--- config.mk ---
export PLATFORM = sky130hd
export DESIGN_NAME = rsa_const_gen_flat
export DESIGN_NICKNAME = d
export VERILOG_FILES = /design/src/rtl/rsa_pkg.sv /design/src/rtl/rsa_const_gen_if.sv /design/src/rtl/mod_double_unit.sv /design/src/rtl/rsa_const_gen.sv /design/src/flat_wrapper.sv
export SDC_FILE = /design/constraint.sdc
export NUM_CORES = 1
export LEC_CHECK = 0
export CORE_UTILIZATION = 40
export CTS_CLUSTER_SIZE = 16
export DETAILED_ROUTE_END_ITERATION = 7
export GPL_ROUTABILITY_DRIVEN = 0
export PLACE_DENSITY_LB_ADDON = 0.12
export RECOVER_POWER = 100
export REMOVE_ABC_BUFFERS = 1
export SLEW_MARGIN = 20
export SYNTH_ARGS = -nofsm -noshare
export SYNTH_HDL_FRONTEND = slang
export SYNTH_SLANG_ARGS = --single-unit
--- constraint.sdc ---
create_clock -name clk -period 2.45 [get_ports clk]
set_input_delay 0.735 -clock clk [delete_from_list [all_inputs] [get_ports clk]]
set_output_delay 0.735 -clock clk [all_outputs]
set_load 0.1 [all_outputs]
--- src/rtl/rsa_pkg.sv ---
// Shared definitions for the Montgomery constant generator.
//   state_e    : controller states (IDLE, RUN, DONE)
//   mont_n()   : internal Montgomery width N for a given modulus width
//   cnt_width(): width of the iteration counter, able to hold 0..2N
package rsa_pkg;

  typedef enum logic [1:0] {
    ST_IDLE = 2'd0,
    ST_RUN  = 2'd1,
    ST_DONE = 2'd2
  } state_e;

  function automatic int mont_n(input int width);
    return width + 2;
  endfunction

  function automatic int cnt_width(input int width);
    return $clog2(2 * mont_n(width) + 1);
  endfunction

endpackage

--- src/rtl/rsa_const_gen_if.sv ---
// Control/result bundle between a requester and rsa_const_gen.
//   ena, clear, start, M : requester -> generator
//   Const, busy, done, err : generator -> requester
interface rsa_const_gen_if #(
  parameter int WIDTH = 8
);
  logic             ena;
  logic             clear;
  logic             start;
  logic [WIDTH-1:0] M;
  logic [WIDTH-1:0] Const;
  logic             busy;
  logic             done;
  logic             err;

  modport master (
    output ena, clear, start, M,
    input  Const, busy, done, err
  );

  modport slave (
    input  ena, clear, start, M,
    output Const, busy, done, err
  );
endinterface

--- src/rtl/mod_double_unit.sv ---
// Combinational modular doubling: res_o = (2 * r_i) mod m_i.
//   r_i   : current residue, must satisfy r_i < m_i
//   m_i   : modulus
//   res_o : doubled residue, again < m_i
// Because r_i < m_i, 2*r_i < 2*m_i, so a single conditional subtract on a
// WIDTH+1 bit intermediate is exact and cannot overflow.
module mod_double_unit #(
  parameter int WIDTH = 8
) (
  input  logic [WIDTH-1:0] r_i,
  input  logic [WIDTH-1:0] m_i,
  output logic [WIDTH-1:0] res_o
);

  logic [WIDTH:0] dbl;
  logic [WIDTH:0] diff;

  // NOTE: every output of a combinational block gets a default first, so no
  // path through the block leaves it unassigned and no latch is inferred.
  always_comb begin
    res_o = '0;
    dbl   = {r_i, 1'b0};
    diff  = dbl - {1'b0, m_i};
    if (dbl >= {1'b0, m_i}) begin
      res_o = diff[WIDTH-1:0];
    end else begin
      res_o = dbl[WIDTH-1:0];
    end
  end

endmodule

--- src/rtl/rsa_const_gen.sv ---
// Montgomery constant generator: computes Const = 2^(2N) mod M, N = WIDTH+2,
// by 2N modular doublings of r starting from r = 1.
//   clk  : rising-edge clock
//   rst  : synchronous active-high reset, honoured regardless of ena
//   bus  : slave side of rsa_const_gen_if (ena/clear/start/M in,
//          Const/busy/done/err out)
// Timing with ena high: start accepted at edge 0, iterations on edges 1..2N,
// edge 2N+1 loads the result and enters DONE for a single enabled cycle.
module rsa_const_gen
  import rsa_pkg::*;
#(
  parameter int WIDTH = 8
) (
  input  logic               clk,
  input  logic               rst,
  rsa_const_gen_if.slave     bus
);

  localparam int N  = mont_n(WIDTH);
  localparam int CW = cnt_width(WIDTH);
  localparam logic [CW-1:0] LAST_CNT = CW'(2 * N);

  state_e           state_q;
  logic [WIDTH-1:0] m_q;
  logic [WIDTH-1:0] r_q;
  logic [WIDTH-1:0] r_d;
  logic [WIDTH-1:0] const_q;
  logic [CW-1:0]    cnt_q;
  logic             err_q;
  logic             busy_q;
  logic             done_q;
  logic             m_invalid;

  // Montgomery needs an odd modulus greater than one.
  assign m_invalid = ~bus.M[0] | (bus.M == WIDTH'(1));

  mod_double_unit #(.WIDTH(WIDTH)) u_double (
    .r_i   (r_q),
    .m_i   (m_q),
    .res_o (r_d)
  );

  // NOTE: all state here is updated with non-blocking assignments so every
  // register samples the pre-edge values, independent of statement order.
  always_ff @(posedge clk) begin
    if (rst) begin
      state_q <= ST_IDLE;
      m_q     <= '0;
      r_q     <= '0;
      const_q <= '0;
      cnt_q   <= '0;
      err_q   <= 1'b0;
      busy_q  <= 1'b0;
      done_q  <= 1'b0;
    end else if (bus.ena) begin
      if (bus.clear) begin
        state_q <= ST_IDLE;
        r_q     <= '0;
        const_q <= '0;
        cnt_q   <= '0;
        err_q   <= 1'b0;
        busy_q  <= 1'b0;
        done_q  <= 1'b0;
      end else begin
        case (state_q)
          ST_IDLE: begin
            done_q <= 1'b0;
            if (bus.start) begin
              m_q   <= bus.M;
              cnt_q <= '0;
              if (m_invalid) begin
                // Bad modulus: report immediately with a zero result.
                err_q   <= 1'b1;
                r_q     <= '0;
                const_q <= '0;
                state_q <= ST_DONE;
                done_q  <= 1'b1;
              end else begin
                err_q   <= 1'b0;
                r_q     <= WIDTH'(1);
                state_q <= ST_RUN;
                busy_q  <= 1'b1;
              end
            end
          end
          ST_RUN: begin
            if (cnt_q == LAST_CNT) begin
              // All 2N doublings are in r_q; publish it.
              const_q <= r_q;
              state_q <= ST_DONE;
              busy_q  <= 1'b0;
              done_q  <= 1'b1;
            end else begin
              r_q   <= r_d;
              cnt_q <= cnt_q + CW'(1);
            end
          end
          ST_DONE: begin
            state_q <= ST_IDLE;
            done_q  <= 1'b0;
          end
          default: begin
            state_q <= ST_IDLE;
            busy_q  <= 1'b0;
            done_q  <= 1'b0;
          end
        endcase
      end
    end
  end

  assign bus.Const = const_q;
  assign bus.busy  = busy_q;
  assign bus.done  = done_q;
  assign bus.err   = err_q;

endmodule

--- src/flat_wrapper.sv ---
// flat-port wrapper written by rule: the top's interface ports become plain ports
module rsa_const_gen_flat import rsa_pkg::*;
#(
  parameter int WIDTH = 8
)
  (clk, rst, bus_ena, bus_clear, bus_start, bus_M, bus_Const, bus_busy, bus_done, bus_err);
  rsa_const_gen_if #(.WIDTH(WIDTH)) bus_i ();
  input  logic clk;
  input  logic rst;
  input wire logic [$bits(bus_i.ena)-1:0] bus_ena;
  input wire logic [$bits(bus_i.clear)-1:0] bus_clear;
  input wire logic [$bits(bus_i.start)-1:0] bus_start;
  input wire logic [$bits(bus_i.M)-1:0] bus_M;
  output wire logic [$bits(bus_i.Const)-1:0] bus_Const;
  output wire logic [$bits(bus_i.busy)-1:0] bus_busy;
  output wire logic [$bits(bus_i.done)-1:0] bus_done;
  output wire logic [$bits(bus_i.err)-1:0] bus_err;
  assign bus_i.ena = bus_ena;
  assign bus_i.clear = bus_clear;
  assign bus_i.start = bus_start;
  assign bus_i.M = bus_M;
  assign bus_Const = bus_i.Const;
  assign bus_busy = bus_i.busy;
  assign bus_done = bus_i.done;
  assign bus_err = bus_i.err;
  rsa_const_gen #(.WIDTH(WIDTH)) u_core (.clk(clk), .rst(rst), .bus(bus_i));
endmodule
## Word level (Yosys, flattened, before mapping)

Index checks and enable logic that the tools add are counted.

| word-level totals | value |
|---|---|
| register bits after elaboration | 34 |
| bits of input ports | 13 |
| output and inout bits | 11 |
| logic and storage cells | 68 |

| operators by class | value |
|---|---|
| add/subtract/negate cells | 2 |
| $lt $le $gt $ge | 1 |
| equality and inequality tests | 10 |
| multiplexer cells | 33 |
| bitwise logic cells | 3 |
| reductions and logical operators | 11 |

Operators with widths:

| cell | count |
|---|---|
| two-way mux 8 bit | 8 |
| case mux 8 bit (2 select lines) | 2 |
| two-way mux 5 bit | 3 |
| two-way mux 1 bit | 12 |
| case mux 5 bit (2 select lines) | 1 |
| AND reduction 5 bit | 2 |
| greater-or-equal comparator 9 x 8 -> 1 bit | 1 |
| != test 3 bit, second input constant | 3 |
| equality test 8 x 1 -> 1 bit, second input constant | 1 |
| two-way mux 2 bit | 4 |
| AND reduction 4 bit | 2 |
| subtractor 8 bit | 1 |
| != test 3 x 2 -> 1 bit, second input constant | 2 |
| AND reduction 3 bit | 2 |
| adder 5 x 1 -> 5 bit, second input constant | 1 |
| equality test 5 bit, second input constant | 1 |
| case mux 2 bit (2 select lines) | 1 |
| nonzero test 2 bit | 2 |
| case mux 1 bit (3 select lines) | 1 |
| nonzero test 3 bit | 1 |
| equality test 2 x 1 -> 1 bit, second input constant | 1 |
| equality test 2 bit, second input constant | 1 |
| zero test 2 bit | 1 |
| != test 2 bit, second input constant | 1 |
| 4 further kinds | 5 |

## Depth between registers and ports, before layout

| logic depth | value |
|---|---|
| depth in word-level cells | 6 |
| gate-level depth with buffers | 8 |
| gate-level depth less buffers | 7 |

## By module

From an unflattened synthesis, not the netlist that was laid out.

| second synthesis, totals | value |
|---|---|
| cell total of the unflattened synthesis | 241 |
| area, all modules | 2,183.3 um2 |

By module, submodules not included:

| module | times used | cells an instance | area each (um2) | sequential area each (um2) |
|---|---|---|---|---|
| rsa_const_gen | 1 | 179 | 1,710.4 | 680.7 |
| mod_double_unit | 1 | 62 | 473.0 | 0.0 |

## Worst setup path before layout

Ideal clock, no wire load.

| timing | value |
|---|---|
| kind | input to register |
| start point | input bus_M[6] |
| end point | register u_core.const_q[0], in the netlist u_core.bus.Const[0] |
| library setup time | 130 ps |
| arrival time | 2,024 ps |
| required time | 2,320 ps |
| slack | 296 ps |
| stages | 5 |
| buffers on the path | 0 |
| cells stage by stage | or4_4 o41ai_4 o311ai_1 a22oi_1 nor2_1 |

| on the way | value |
|---|---|
| word-level cells in the longest chain between the ends | 4 |

RTL lines:

| item | RTL line | text |
|---|---|---|
| start: declaration | flat_wrapper.sv:13 | `input wire logic [$bits(bus_i.M)-1:0] bus_M;` |
| equality test 8 x 1 -> 1 bit | rsa_const_gen.sv:35 | `assign m_invalid = ~bus.M[0] \| (bus.M == WIDTH'(1));` |
| bitwise OR 1 bit | rsa_const_gen.sv:35 |  |
| != test 3 x 2 -> 1 bit (no line) | n/a |  |
| AND reduction 5 bit (no line) | n/a |  |
| end signal: assignment | rsa_const_gen.sv:89 | `const_q <= r_q;` |
| end: declaration | rsa_const_gen.sv:27 | `logic [WIDTH-1:0] const_q;` |

No other way between the ends.
A chain may end at the register's enable or synchronous reset.

## Worst setup path in the final report

| timing | value |
|---|---|
| start point | input bus_M[2] |
| end point | register u_core.const_q[4], in the netlist u_core.bus.Const[4] |

Same word-level chain as after synthesis.

==> out/results.ini <==
[outcome]
status=finished, final reports clean

[timing]
tightest_slew_ns=0.7544
fin_skew_ns=0.008203
maxSlewViolCount=0
rsz0062_at_grt=no
fin_crit_sh_pct=94.12
setup_viol=0
hold_slack_ns=0.4608
clock.fmax_mhz=433.7
hold_viol=0
fin_crit_ns=2.306
slew_headroom_pct=49.49

[synthesis]
synth_seq_area_share_pct=34.96
synth_compound_area_share_pct=24.55
synth_mux_area_share_pct=5.141
yosys_warnings=0
synth_xor_area_share_pct=0.8997
yosysTopAreaCellShare_pct=34.96
yosys.area_share.adder_pct=7.455
syn_area_per_cell_um2=8.614
synth_edf_count=0
async_flop_share_pct=0
yosys.area_share.simple_pct=21.79
synth.area.top_cells=dfxtp_1 35%, ha_1 6.4%, nor2_1 5.2%
yosys_most_used_dff=dfxtp_1
yosys_register_bits=34
synth_top_family_by_area=compound AO/OA/AOI/OAI gates
synth_cells=226
synth_top_cell_by_area=dfxtp_1
synth_cell_type_count=57
synthesis.area_um2=1947

[worst_setup_path]
worstPathArrival_ns=2.49
critPathMaxStageDelay_ns=0.53
startpoint_type=primary input
crit_path_end_kind=flop
cp_slowest_cell=or4_4
crit_chain=dlymetal6s2s_1 -> or4_4 -> o41ai_2 -> o311ai_2 -> buf_4 -> a22oi_2 -> nor2_1
crit_type=primary input to flop
crit_required_ns=2.64
cp_max_fo=8

[place]
dp_hpwl_um=3394
placed_cell_area_um2=2270
io_buffers=23

[clock_network]
h-tree-depth=2
cts_made_buffers=5
cts_hold_buf=0
clk_pin_slew_ns=0.08
cts.sinks=34
cts_tree=yes
clk_latency_ns=0.29
post_cts_buffers=0
root_buffer=clkbuf_8
clockBufferDepth=2

[power]
vdd_drop_max_mv=0.3488
leakage_nw=0.9770
p_per_area_nw_per_um2=576.1

[hold_path]
hp-class=flop to flop

[floorplanning]
die_y_um=71.77
rows=25
dieWidth_um=71.77
ios=24
start_util_pct=41.49
die_area_um2=5150
core_area_um2=4692

[final_layout]
drive_gt1_share_pct=18.15
antenna_cells=0
syn2layout_area_growth_pct=23.14
final_area_um2=2397
fillers=486
nets=282

[flow_run]
maxCapViolations=0

[global_routing]
grt_pass1_vias=1647
gr-total-overflow=0
grt_usage_pct=18.96
antenna_found_initial=0
grt_max_degree=14
grt_pass1_wl_um=7638

[drt]
drc=0
num_vias=1701
drtIter0Drc=55
viasPerCell=5.435
routed_wl_um=4425
antenna_left=0
drt_first_pass_iters=4
wire_per_inst_um=14.14

-- worst paths after layout --
check | startpoint | endpoint | slack (ns) | cells past startpoint
max | bus_M[2] | u_core.bus.Const[4] | 0.14 | 7
min | u_core.bus.done | u_core.bus.done | 0.46 | 2
max reg2reg | u_core.m_q[4] | u_core.r_q[1] | 0.36 | 7
min reg2reg | u_core.bus.done | u_core.bus.done | 0.46 | 2
-- what timing repair did --
item	CTS	global route
endpoints found under the hold margin	0	0
endpoints found under the setup margin	0	9
gates resized for setup	0	13
-- power by group --
group	total (mW)	internal, mW	switching (mW)
combinational	0.191	0.0821	0.108
sequential	0.567	0.560	0.00686
clock	0.624	0.408	0.216
total	1.38	1.05	0.331
-- flip-flops by register name (all words and copies together) (netlist names) --
register and cells:
u_core.bus.Const 8, u_core.m_q 8, u_core.r_q 8, u_core.cnt_q 5, u_core.state_q 2, u_core.bus.busy 1
u_core.bus.done 1, u_core.bus.err 1
-- layout make-up --
class                      count  area [µm²]  area share (%)
clock buffer                   5       68.82           2.871
clock inverter                 3       68.82           2.871
inverter                      15       56.30           2.349
multi-input combinational    166        1187           49.53
sequential                    34       680.7           28.39
tap                           54       67.56           2.818
timing repair buffer          36       267.8           11.17
-- stage by stage --
| stage | instances | util [%] | power (mW) | TNS, ns | setup slack, ns |
|---|---|---|---|---|---|
| floorplan | 215 | - | 0.6943 | 0 | 0.3072 |
| global placement | 305 | 48.37 | 0.7723 | -2.383 | -0.2466 |
| detailed placement | 305 | 48.37 | 0.7728 | -2.465 | -0.2634 |
| CTS | 313 | 51.31 | 1.397 | 0 | 0.04413 |
| global route | 313 | 51.09 | 1.444 | 0 | 0.001799 |
| finish | 313 | 51.09 | 1.381 | 0 | 0.1441 |
-- cells in the mapped netlist (2+ instances only) --
cell	count
o31ai_1	2
nand2b_1	7
ha_1	10
a311oi_1	2
or2_2	2
nor2_1	27
mux2i_1	10
a21oi_2	2
o22ai_1	2
o211ai_1	4
o21ai_0	5
nor3_1	3
clkbuf_2	2
a21oi_1	9
nor2b_1	5
inv_1	15
o2111ai_1	4
o21a_1	3
clkbuf_1	8
nand3_1	4
dfxtp_1	34
a22oi_1	8
o221ai_1	2
nand2_1	23
-- logic make-up after synthesis --
| kind of cell | Yosys count |
|---|---|
| simple gates | 84 |
| flops | 34 |
| mux | 10 |
| compound gates | 59 |
| fa+ha+maj | 11 |
| buf+inv | 26 |
| xor+xnor | 2 |
-- cell usage in the layout, fill, tap and decap left out, types with 2 or more instances in the layout --
master / n
dfxtp_1: 34
nor2_1: 27
nand2_1: 23
inv_1: 15
clkbuf_2: 11
a21oi_1: 10
mux2i_1: 10
ha_1: 10
buf_4: 9
a22oi_2: 8
clkdlybuf4s50_1: 8
nand2b_1: 7
nor2b_1: 6
o21ai_0: 5
clkbuf_8: 5
nand3_1: 4
o2111ai_1: 4
o211ai_1: 4
dlymetal6s2s_1: 4
clkbuf_1: 4
o21a_1: 3
nor3_1: 3
or3_1: 2
or2_2: 2
o22ai_1: 2
a311oi_1: 2
o31ai_1: 2
o221ai_1: 2
bufinv_16: 2
-- metal layers --
layer / global-route usage (%) / vias to the layer above / part of all wire [%]
met3: 5.063 / 6 / 3.2
met4: 6.318 / 0 / 1.3
met1: 25.26 / 796 / 51
met2: 29.77 / 29 / 45
li1: - / 870 / -
met5: 0 / - / 0
-- worst max-delay path, delay by kind of cell --
family | cells | cell delay, ns
simple gates | 2 | 0.58
buf+inv | 2 | 0.34
compound gates | 3 | 0.83
Note: power is estimated with default switching activity, not from simulation.
